**config.mk**
```make
export PLATFORM = sky130hd
export DESIGN_NAME = dma_addr_router
export DESIGN_NICKNAME = d
export VERILOG_FILES = /design/src/rtl/dma_addr_router.sv
export SDC_FILE = /design/constraint.sdc
export NUM_CORES = 1
export LEC_CHECK = 0
export BUFFER_PORTS_ARGS = -buffer_cell sky130_fd_sc_hd__clkbuf_2
export CAP_MARGIN = 20
export CORE_MARGIN = 1.5
export CORE_UTILIZATION = 38
export CTS_CLUSTER_DIAMETER = 50
export CTS_CLUSTER_SIZE = 30
export DETAILED_ROUTE_END_ITERATION = 12
export GPL_ROUTABILITY_DRIVEN = 1
export PLACE_DENSITY = 0.86
export SETUP_SLACK_MARGIN = 0.05
export SYNTH_ARGS = -nofsm -noshare
export SYNTH_HDL_FRONTEND = slang
export SYNTH_SLANG_ARGS = --single-unit
```
**constraint.sdc**
```tcl
create_clock -name i_clk -period 2.8 [get_ports i_clk]
set_input_delay 0.56 -clock i_clk [delete_from_list [all_inputs] [get_ports i_clk]]
set_output_delay 0.56 -clock i_clk [all_outputs]
set_load 0.01 [all_outputs]
```
**src/rtl/dma_addr_router.sv**
```systemverilog
// dma_addr_router: address decoder and in-order gate for the AW and AR channels.
// Each direction decodes its address to a downstream port. It holds off a new
// request if that request would open a second port while responses are still
// pending. This keeps responses returning in issue order across ports.

// One direction (AW or AR): decode, outstanding tracking, stall and handshake gating.
module dma_addr_router_chan #(
    parameter int                                N_PORTS      = 2,
    parameter int                                ADDR_W       = 32,
    parameter int                                MAX_OUTST    = 8,
    parameter logic [N_PORTS-1:0][ADDR_W-1:0]    PORT_BASE    = '0,
    parameter logic [N_PORTS-1:0][ADDR_W-1:0]    PORT_MASK    = '0,
    parameter int                                DEFAULT_PORT = 0,
    parameter int                                SEL_W        = 1
) (
    input  logic              i_clk,
    input  logic              i_rstn,
    input  logic              valid_i,
    input  logic [ADDR_W-1:0] addr_i,
    output logic              ready_o,
    output logic              valid_o,
    input  logic              ready_i,
    output logic [SEL_W-1:0]  sel_o,
    output logic              decerr_o,
    input  logic              rsp_i,
    output logic [7:0]        outst_o,
    output logic              acc_err_o
);

    typedef enum logic {ST_IDLE, ST_BUSY} state_e;

    localparam logic [7:0] MAX_CNT = 8'(MAX_OUTST);

    state_e             state_q;
    logic [7:0]         cnt_q, cnt_d;
    logic [SEL_W-1:0]   sel_q;
    logic [SEL_W-1:0]   dec_sel;
    logic               hit;
    logic               stall;
    logic               accept;
    logic               resp;

    // Address decode: scan from the top so the lowest matching port wins.
    always_comb begin
        dec_sel = SEL_W'(DEFAULT_PORT);
        hit     = 1'b0;
        for (int i = N_PORTS - 1; i >= 0; i--) begin
            if ((addr_i & PORT_MASK[i]) == PORT_BASE[i]) begin
                dec_sel = SEL_W'(i);
                hit     = 1'b1;
            end
        end
    end

    // Stall a port switch while responses are pending, and stall when the window is full.
    // A response arriving in the same cycle as a full window does not free a slot until the next cycle.
    always_comb begin
        stall  = ((state_q == ST_BUSY) && (dec_sel != sel_q)) || (cnt_q == MAX_CNT);
        accept = valid_i & ready_i & ~stall;
        resp   = rsp_i & (state_q == ST_BUSY);
    end

    // Outstanding count next state; a response with nothing in flight is dropped.
    always_comb begin
        cnt_d = cnt_q;
        unique case ({accept, resp})
            2'b10:   cnt_d = cnt_q + 8'd1;
            2'b01:   cnt_d = cnt_q - 8'd1;
            default: cnt_d = cnt_q;
        endcase
    end

    // IDLE/BUSY tracking with the registered count and the port of the last accepted request.
    always_ff @(posedge i_clk or negedge i_rstn) begin
        if (!i_rstn) begin
            state_q <= ST_IDLE;
            cnt_q   <= '0;
            sel_q   <= '0;
        end else begin
            cnt_q <= cnt_d;
            if (accept)
                sel_q <= dec_sel;
            unique case (state_q)
                ST_IDLE: if (accept) state_q <= ST_BUSY;
                ST_BUSY: if (resp && !accept && cnt_q == 8'd1) state_q <= ST_IDLE;
                default: state_q <= ST_IDLE;
            endcase
        end
    end

    // Zero-latency handshake and select outputs.
    always_comb begin
        valid_o   = valid_i & ~stall;
        ready_o   = ready_i & ~stall;
        sel_o     = valid_i ? dec_sel : sel_q;
        decerr_o  = valid_i & ~hit;
        outst_o   = cnt_q;
        acc_err_o = accept & ~hit;
    end

endmodule

// Top: two independent channel instances plus the shared decode-error counter.
module dma_addr_router #(
    parameter int                                N_PORTS      = 2,
    parameter int                                ADDR_W       = 32,
    parameter int                                MAX_OUTST    = 8,
    parameter logic [N_PORTS-1:0][ADDR_W-1:0]    PORT_BASE    = '0,
    parameter logic [N_PORTS-1:0][ADDR_W-1:0]    PORT_MASK    = '0,
    parameter int                                DEFAULT_PORT = 0,
    localparam int                               SEL_W        = (N_PORTS > 1) ? $clog2(N_PORTS) : 1
) (
    input  logic              i_clk,
    input  logic              i_rstn,
    input  logic              i_aw_valid,
    input  logic [ADDR_W-1:0] i_aw_addr,
    output logic              o_aw_ready,
    output logic              o_aw_valid,
    input  logic              i_aw_ready,
    output logic [SEL_W-1:0]  o_aw_sel,
    output logic              o_aw_decerr,
    input  logic              i_b_hs,
    input  logic              i_ar_valid,
    input  logic [ADDR_W-1:0] i_ar_addr,
    output logic              o_ar_ready,
    output logic              o_ar_valid,
    input  logic              i_ar_ready,
    output logic [SEL_W-1:0]  o_ar_sel,
    output logic              o_ar_decerr,
    input  logic              i_r_last_hs,
    output logic [7:0]        o_aw_outst,
    output logic [7:0]        o_ar_outst,
    output logic [15:0]       o_decerr_cnt
);

    logic        aw_acc_err, ar_acc_err;
    logic [15:0] derr_q, derr_d;
    logic [16:0] derr_sum;

    dma_addr_router_chan #(
        .N_PORTS(N_PORTS), .ADDR_W(ADDR_W), .MAX_OUTST(MAX_OUTST),
        .PORT_BASE(PORT_BASE), .PORT_MASK(PORT_MASK),
        .DEFAULT_PORT(DEFAULT_PORT), .SEL_W(SEL_W)
    ) u_aw (
        .i_clk(i_clk), .i_rstn(i_rstn),
        .valid_i(i_aw_valid), .addr_i(i_aw_addr), .ready_o(o_aw_ready),
        .valid_o(o_aw_valid), .ready_i(i_aw_ready), .sel_o(o_aw_sel),
        .decerr_o(o_aw_decerr), .rsp_i(i_b_hs), .outst_o(o_aw_outst),
        .acc_err_o(aw_acc_err)
    );

    dma_addr_router_chan #(
        .N_PORTS(N_PORTS), .ADDR_W(ADDR_W), .MAX_OUTST(MAX_OUTST),
        .PORT_BASE(PORT_BASE), .PORT_MASK(PORT_MASK),
        .DEFAULT_PORT(DEFAULT_PORT), .SEL_W(SEL_W)
    ) u_ar (
        .i_clk(i_clk), .i_rstn(i_rstn),
        .valid_i(i_ar_valid), .addr_i(i_ar_addr), .ready_o(o_ar_ready),
        .valid_o(o_ar_valid), .ready_i(i_ar_ready), .sel_o(o_ar_sel),
        .decerr_o(o_ar_decerr), .rsp_i(i_r_last_hs), .outst_o(o_ar_outst),
        .acc_err_o(ar_acc_err)
    );

    // Decode-error count: add both directions' accepted errors, saturating at all-ones.
    always_comb begin
        derr_sum = {1'b0, derr_q} + {15'd0, aw_acc_err} + {15'd0, ar_acc_err};
        derr_d   = derr_sum[16] ? 16'hFFFF : derr_sum[15:0];
    end

    // Decode-error counter register.
    always_ff @(posedge i_clk or negedge i_rstn) begin
        if (!i_rstn)
            derr_q <= '0;
        else
            derr_q <= derr_d;
    end

    assign o_decerr_cnt = derr_q;

endmodule

```
==> summary.md, run 1 <==
| Metric | Value |
|---|---|
| Via count | 989 |
| Die span in x | 62.2 um |
| Die Area | 3870 um2 |
| Top post-synthesis cells by area | dfrtp_1, buf_4, ha_1, xor2_1, and2_1 |
| Ys flop type | dfrtp_1 |
| Initial Utilization | 39.9% |
| VDD IR-drop max | 0.443 mV |
| Min Tclk post-route | 2.50 ns |
| Clock sinks | 18 |
| Root Driver | clkbuf_4 |
| Port-buffer cells | 27 |
| Clock Latency Late Sink | 0.30 ns |
| Filler instances | 350 |
| Largest net degree at the start of global routing | 19 |
| Data required, critical path | 3.03 ns |
| Synth cell types | 29 |
| Drt via density | 4.56 |
| Max frequency | 400 MHz |
| Critical Path Fanout Max | 8 |
| CTS clk-pin slew, worst paths | 0.11 ns |
| Layout cells sized above 1 | 21.1% |
| Placed cell areas | 1430 um2 |
| Reg2Reg Launch Point | u_aw.outst_o[0] |
| Vias in the first global route | 888 |
| Drc violations | 0 |
| Leakage | 0.726 nW |
| Post-synth EDFFs | 0 |
| Setup Skew | 0.00164 ns |
| Initial antenna violation count | 0 |
| Most common cell in the netlist | buf_4 |
| ANT nets after route | 0 |
| Final setup TNS | 0 ns |
| Detailed Route Iter0 Violations | 38 |
| Hold Slack | 0.183 ns |
| Drt pass-1 iters | 4 |
| Design area | 1470 um2 |
| RSZ-0062 raised after global routing | no |
| Hold-fix buffers, CTS | 0 |
| DP HPWL | 1790 um |
| CTS resizes | 0 |
| Cell area after synthesis | 1330 um2 |
| Hold Vio Cnt, Final | 0 |
| Top cell type's share of synthesized area | 33.8% |
| Cts bufs inserted | 3 |
| Placer Congestion | 0.833 |
| Post-synth ARST share | 100% |
| Gate Count Post-Synth | 144 |
| Area delta synth->final | 10.3% |
| FF+latch count, synth | 18 |
| Startpoint Class | flop |
| First-pass GRT wire length | 4080 um |
| Global Route Usage Sum | 13.2% |
| Setup violations, final | 0 |
| CTS tree | yes |
| Area leader, netlist | dfrtp_1 |
| Antenna cells | 0 |
| Global route total overflow | 0 |
| Drt total wl | 2360 um |
| Core Box Area | 3340 um2 |
| Routed WL per cell | 10.9 um |
| FP Rows | 21 |
| Crit end category | flop |
| H-tree Lvls | 1 |
| CP Launch Point | u_aw.outst_o[0] |
| Crit path DAT | 2.73 ns |
| YS warnings | 0 |
| Post-CTS Setup Bufs | 0 |
| WS Path Type | reg2reg |
| Nets | 254 |
| Max Cap Violations | 0 |
| Outcome | finished clean |
| Cell area power density | 976 nW/um2 |
| Top post-synthesis cells by count | buf_4, dfrtp_1, ha_1, xor2_1, nand2_1 |
| Syn Area/Cell | 9.24 um2 |
| Seq/Total Area, Yosys | 33.8% |
| Num ports | 112 |
| Bufs on Longest Clock Path | 2 |
| Final period util | 89.3% |
| Slew Limit Fails | 0 |
| Die Span Y | 62.2 um |
| Worst min path class | in2async |
## power breakdown
part	switching (mW)	internal [mW]	leakage [nW]
registers	0.196	0.383	0.217
logic	0.360	0.328	0.489
clock network	0.0867	0.0794	0.0210
## sequential cells by signal (all words and copies together), names as in the netlist
register,flops
u_ar.outst_o,8
u_ar.state_q,1
u_aw.outst_o,8
u_aw.state_q,1
## final timing paths
path                                   end  slack (ns)  cells past startpoint
max                        u_aw.outst_o[7]        0.30                      9
min                           u_aw.state_q        0.18                      1
max reg2reg                u_aw.outst_o[7]        0.30                      9
min reg2reg                   u_aw.state_q        0.49                      1
max in group asynchronous  u_ar.outst_o[6]        2.30                      1
min in group i_clk            u_aw.state_q        0.49                      1
## layout make-up
cell class | instances | area, um2 | area share, %
tap | 46 | 57.6 | 3.92
timing repair buffer | 29 | 150 | 10.2
sequential | 18 | 450 | 30.7
inverter | 6 | 22.5 | 1.53
clock buffer | 4 | 36.3 | 2.47
multi-input combinational | 114 | 752 | 51.2
## logic make-up after synthesis
family          Yosys count  synth area share [%]
xor+xnor                 14                  9.21
simple gates             48                  20.7
buf+inv                  31                  15.0
compound gates           18                  8.55
fa+ha+maj                10                  9.40
mux                       4                  3.01
flops                    18                  33.8
other cells               1                 0.282
## metal layers
layer | track usage [%] | vias to the layer above | wire (um)
li1 | - | 500 | -
met1 | 16.6 | 449 | 1090
met2 | 21.2 | 38 | 1080
met3 | 4.35 | 2 | 175
met4 | 5.00 | 0 | 9
met5 | 0 | - | 0
## worst max-delay path, stage by stage, from the launching register on
cell	delay [ns]
dfrtp_1	0.48
inv_1	0.09
ha_1	0.23
nand4_1	0.15
nand3_1	0.16
ha_1	0.33
or4b_1	0.46
a21o_1	0.24
a21oi_2	0.12
xor2_1	0.17
## stage by stage
stage | util, % | std cells | setup slack [ns] | power [mW]
after floorplan | - | 163 | 0.390 | 1.07
after global placement | 42.9 | 213 | 0.388 | 1.25
after detailed placement | 42.9 | 213 | 0.341 | 1.28
after CTS | 44.0 | 217 | 0.297 | 1.45
after global routing | 44.0 | 217 | 0.0849 | 1.57
final | 44.0 | 217 | 0.299 | 1.43
## layout by cell type (no fill, tap or decap)
cell,n
buf_4,2
mux2i_1,4
clkbuf_4,3
o21ai_0,4
nand4_1,4
nor2_1,8
ha_1,10
and2b_2,1
inv_1,6
a21oi_2,1
clkbuf_8,1
xnor2_1,4
a211oi_1,2
nor3_1,2
nand2_1,9
xor2_1,10
a21o_1,4
clkbuf_2,27
nand4b_1,5
and2_1,7
a21oi_1,5
or4b_1,2
conb_1,20
nand3b_1,2
dfrtp_1,18
nor2b_1,3
o31ai_1,2
or2_2,1
nand3_1,4
Note: power is estimated with default switching activity, not from simulation.
==> run 2, diff against run 1 <==
==> config.mk (replaced) <==
export PLATFORM = sky130hd
export DESIGN_NAME = dma_addr_router
export DESIGN_NICKNAME = d
export VERILOG_FILES = /design/src/rtl/dma_addr_router.sv
export SDC_FILE = /design/constraint.sdc
export NUM_CORES = 1
export LEC_CHECK = 0
export BUFFER_PORTS_ARGS = -buffer_cell sky130_fd_sc_hd__buf_2
export CAP_MARGIN = 20
export CORE_MARGIN = 1.5
export CORE_UTILIZATION = 41
export CTS_CLUSTER_DIAMETER = 50
export CTS_CLUSTER_SIZE = 30
export DETAILED_ROUTE_END_ITERATION = 12
export GPL_ROUTABILITY_DRIVEN = 1
export PLACE_DENSITY = 0.91
export SETUP_SLACK_MARGIN = 0.05
export SYNTH_ARGS = -nofsm -noshare
export SYNTH_HDL_FRONTEND = slang
export SYNTH_SLANG_ARGS = --single-unit
==> constraint.sdc (replaced) <==
create_clock -name i_clk -period 2.96 [get_ports i_clk]
set_input_delay 0.592 -clock i_clk [delete_from_list [all_inputs] [get_ports i_clk]]
set_output_delay 0.592 -clock i_clk [all_outputs]
set_load 0.01 [all_outputs]
==> run 2 against run 1 <==
- sequential share of layout area rose by 0.37 points
- die area decreased by 7.0%
- non-clock buffer count shrank 2
- global-route usage increased by 0.80 points
- largest power group unchanged
- clock skew down 0.0010 ns
==> summary.md, run 2 (same netlist as run 1, synthesis figures left out) <==
| Metric | Value |
|---|---|
| Die Span Y | 60.0 um (was 62.2 um) |
| Area delta synth->final | 9.02% (was 10.3%) |
| Worst r2r path cells | 8 (was 9) |
| Global route total overflow | 0 (unchanged) |
| DP HPWL | 1830 um (was 1790 um) |
| Setup Skew | 0.000613 ns (was 0.00164 ns) |
| Min Tclk post-route | 2.61 ns (was 2.50 ns) |
| ANT nets after route | 0 (unchanged) |
| Slowest CP cell | dfrtp_1 (unchanged) |
| Bufs on Longest Clock Path | 2 (unchanged) |
| Die span in x | 60.0 um (was 62.2 um) |
| Port-buffer cells | 27 (unchanged) |
| Buf/Inv on CP | 0 (was 1) |
| Root Driver | clkbuf_4 (unchanged) |
| Slowest cell delay on critical path | 0.48 ns (about the same) |
| Drt pass-1 iters | 4 (unchanged) |
| CTS tree | yes (unchanged) |
| Leakage | 0.715 nW (was 0.726 nW) |
| Reg2Reg Launch Point | u_ar.outst_o[4] (was u_aw.outst_o[0]) |
| H-tree Lvls | 1 (unchanged) |
| Antenna cells | 0 (unchanged) |
| Cell area power density | 927 nW/um2 (was 976 nW/um2) |
| Num ports | 112 (unchanged) |
| Post-CTS Setup Bufs | 0 (unchanged) |
| CTS resizes | 0 (unchanged) |
| RSZ-0062 raised after global routing | no (unchanged) |
| Hold Vio Cnt, Final | 0 (unchanged) |
| Routed WL per cell | 11.0 um (was 10.9 um) |
| Detailed Route Iter0 Violations | 48 (was 38) |
| CTS clk-pin slew, worst paths | 0.10 ns (was 0.11 ns) |
| First-pass GRT wire length | 3890 um (was 4080 um) |
| Nets | 252 (was 254) |
| Largest net degree at the start of global routing | 19 (unchanged) |
| Cts bufs inserted | 3 (unchanged) |
| Clock sinks | 18 (unchanged) |
| Via count | 973 (was 989) |
| Worst min path class | in2async (unchanged) |
| Most common cell after layout, fill and taps aside | buf_2 (was clkbuf_2) |
| Hold Slack | 0.204 ns (was 0.183 ns) |
| Core Box Area | 3080 um2 (was 3340 um2) |
| Placed cells | 209 (was 213) |
| Max frequency | 383 MHz (was 400 MHz) |
| VDD IR-drop max | 0.264 mV (was 0.443 mV) |
| Final period util | 88.3% (was 89.3%) |
| Crit end category | flop (unchanged) |
| Clock Latency Late Sink | 0.29 ns (was 0.30 ns) |
| Filler instances | 305 (was 350) |
| Vias in the first global route | 912 (was 888) |
| Critical Path Fanout Max | 8 (unchanged) |
| Placer Congestion | 0.874 (was 0.833) |
| Die Area | 3600 um2 (was 3870 um2) |
| Outcome | finished clean (unchanged) |
| Pre-CTS worst setup slack | 0.392 ns (was 0.341 ns) |
| Crit path cell chain | nor3_1, nand4_1, nand3_1, ha_1, or4b_1, a21o_1, a21oi_1, xor2_1 (was inv_1, ha_1, nand4_1, nand3_1, ha_1, or4b_1, a21o_1, a21oi_2, xor2_1) |
| FP Rows | 20 (was 21) |
| Final setup TNS | 0 ns (unchanged) |
| WS Path Type | reg2reg (unchanged) |
| Max Cap Violations | 0 (unchanged) |
| Worst reg-to-reg setup slack | 0.35 ns (was 0.30 ns) |
| Crit path max-delay family | simple AND/OR/NAND/NOR gates (unchanged) |
| Min setup slack post-route | 0.347 ns (was 0.299 ns) |
| RR Endpoint | u_ar.outst_o[7] (was u_aw.outst_o[7]) |
| Setup violations, final | 0 (unchanged) |
| Layout cells sized above 1 | 20.1% (was 21.1%) |
| Drt total wl | 2350 um (was 2360 um) |
| Finished Layout Cells | 213 (was 217) |
| Drt via density | 4.57 (was 4.56) |
| Crit path DAT | 2.83 ns (was 2.73 ns) |
| Initial antenna violation count | 0 (unchanged) |
| Global Route Usage Sum | 14.0% (was 13.2%) |
| Data required, critical path | 3.18 ns (was 3.03 ns) |
| Startpoint Class | flop (unchanged) |
| Slew Limit Fails | 0 (unchanged) |
| Drc violations | 0 (unchanged) |
| Initial Utilization | 43.3% (was 39.9%) |
| FF+latch area | 450 um2 (unchanged) |
| Hold-fix buffers, CTS | 0 (unchanged) |
| Most frequent cells in the layout | buf_2, conb_1, dfrtp_1 (was clkbuf_2, conb_1, dfrtp_1) |
| Multi-input logic area | 752 um2 (unchanged) |
run 2: metal layers:
layer / track usage (%) / part of all wire, % / routed length [um] / vias up
li1: - / - / - / 494
met1: 19.6 / 50 / 1170 / 442
met2: 21.6 / 44 / 1040 / 35
met3: 1.30 / 4.9 / 115 / 2
met4: 6.67 / 1.1 / 25 / 0
met5: 0 / 0 / 0 / -
run 2: stage by stage:
stage | instance area [um2] | power, mW | util, %
after floorplan | 1400 | 1.01 | -
after CTS | 1450 | 1.35 | 47.2
after global placement | 1420 | 1.17 | 46.0
final | 1450 | 1.35 | 47.2
after global routing | 1450 | 1.47 | 47.2
after detailed placement | 1420 | 1.20 | 46.0
run 2: how the worst max path moves through the flow:
| stage | start | to | slack (ns) | depth (start not counted) |
|---|---|---|---|---|
| after CTS | u_ar.outst_o[4] | u_ar.outst_o[7] | 0.36 | 8 |
| after global routing | u_ar.outst_o[4] | u_ar.outst_o[7] | 0.1 | 8 |
| after global placement | u_ar.outst_o[4] | u_ar.outst_o[7] | 0.47 | 8 |
| after floorplan | u_ar.outst_o[4] | u_ar.outst_o[7] | 0.55 | 10 |
| after detailed placement | u_ar.outst_o[4] | u_ar.outst_o[7] | 0.39 | 8 |
| final | u_ar.outst_o[4] | u_ar.outst_o[7] | 0.35 | 8 |
run 2: cell type report:
cell class / instances / area share (%)
Multi-Input combinational cell: 114 / 51.8
Sequential cell: 18 / 31.0
Timing Repair Buffer: 27 / 9.31
Tap cell: 44 / 3.79
Clock buffer: 4 / 2.50
Inverter: 6 / 1.55
run 2: power by group:
part	total [mW]	switching, mW	internal (mW)
Combinational	0.646	0.344	0.301
Sequential	0.549	0.187	0.363
Clock	0.151	0.0761	0.0748
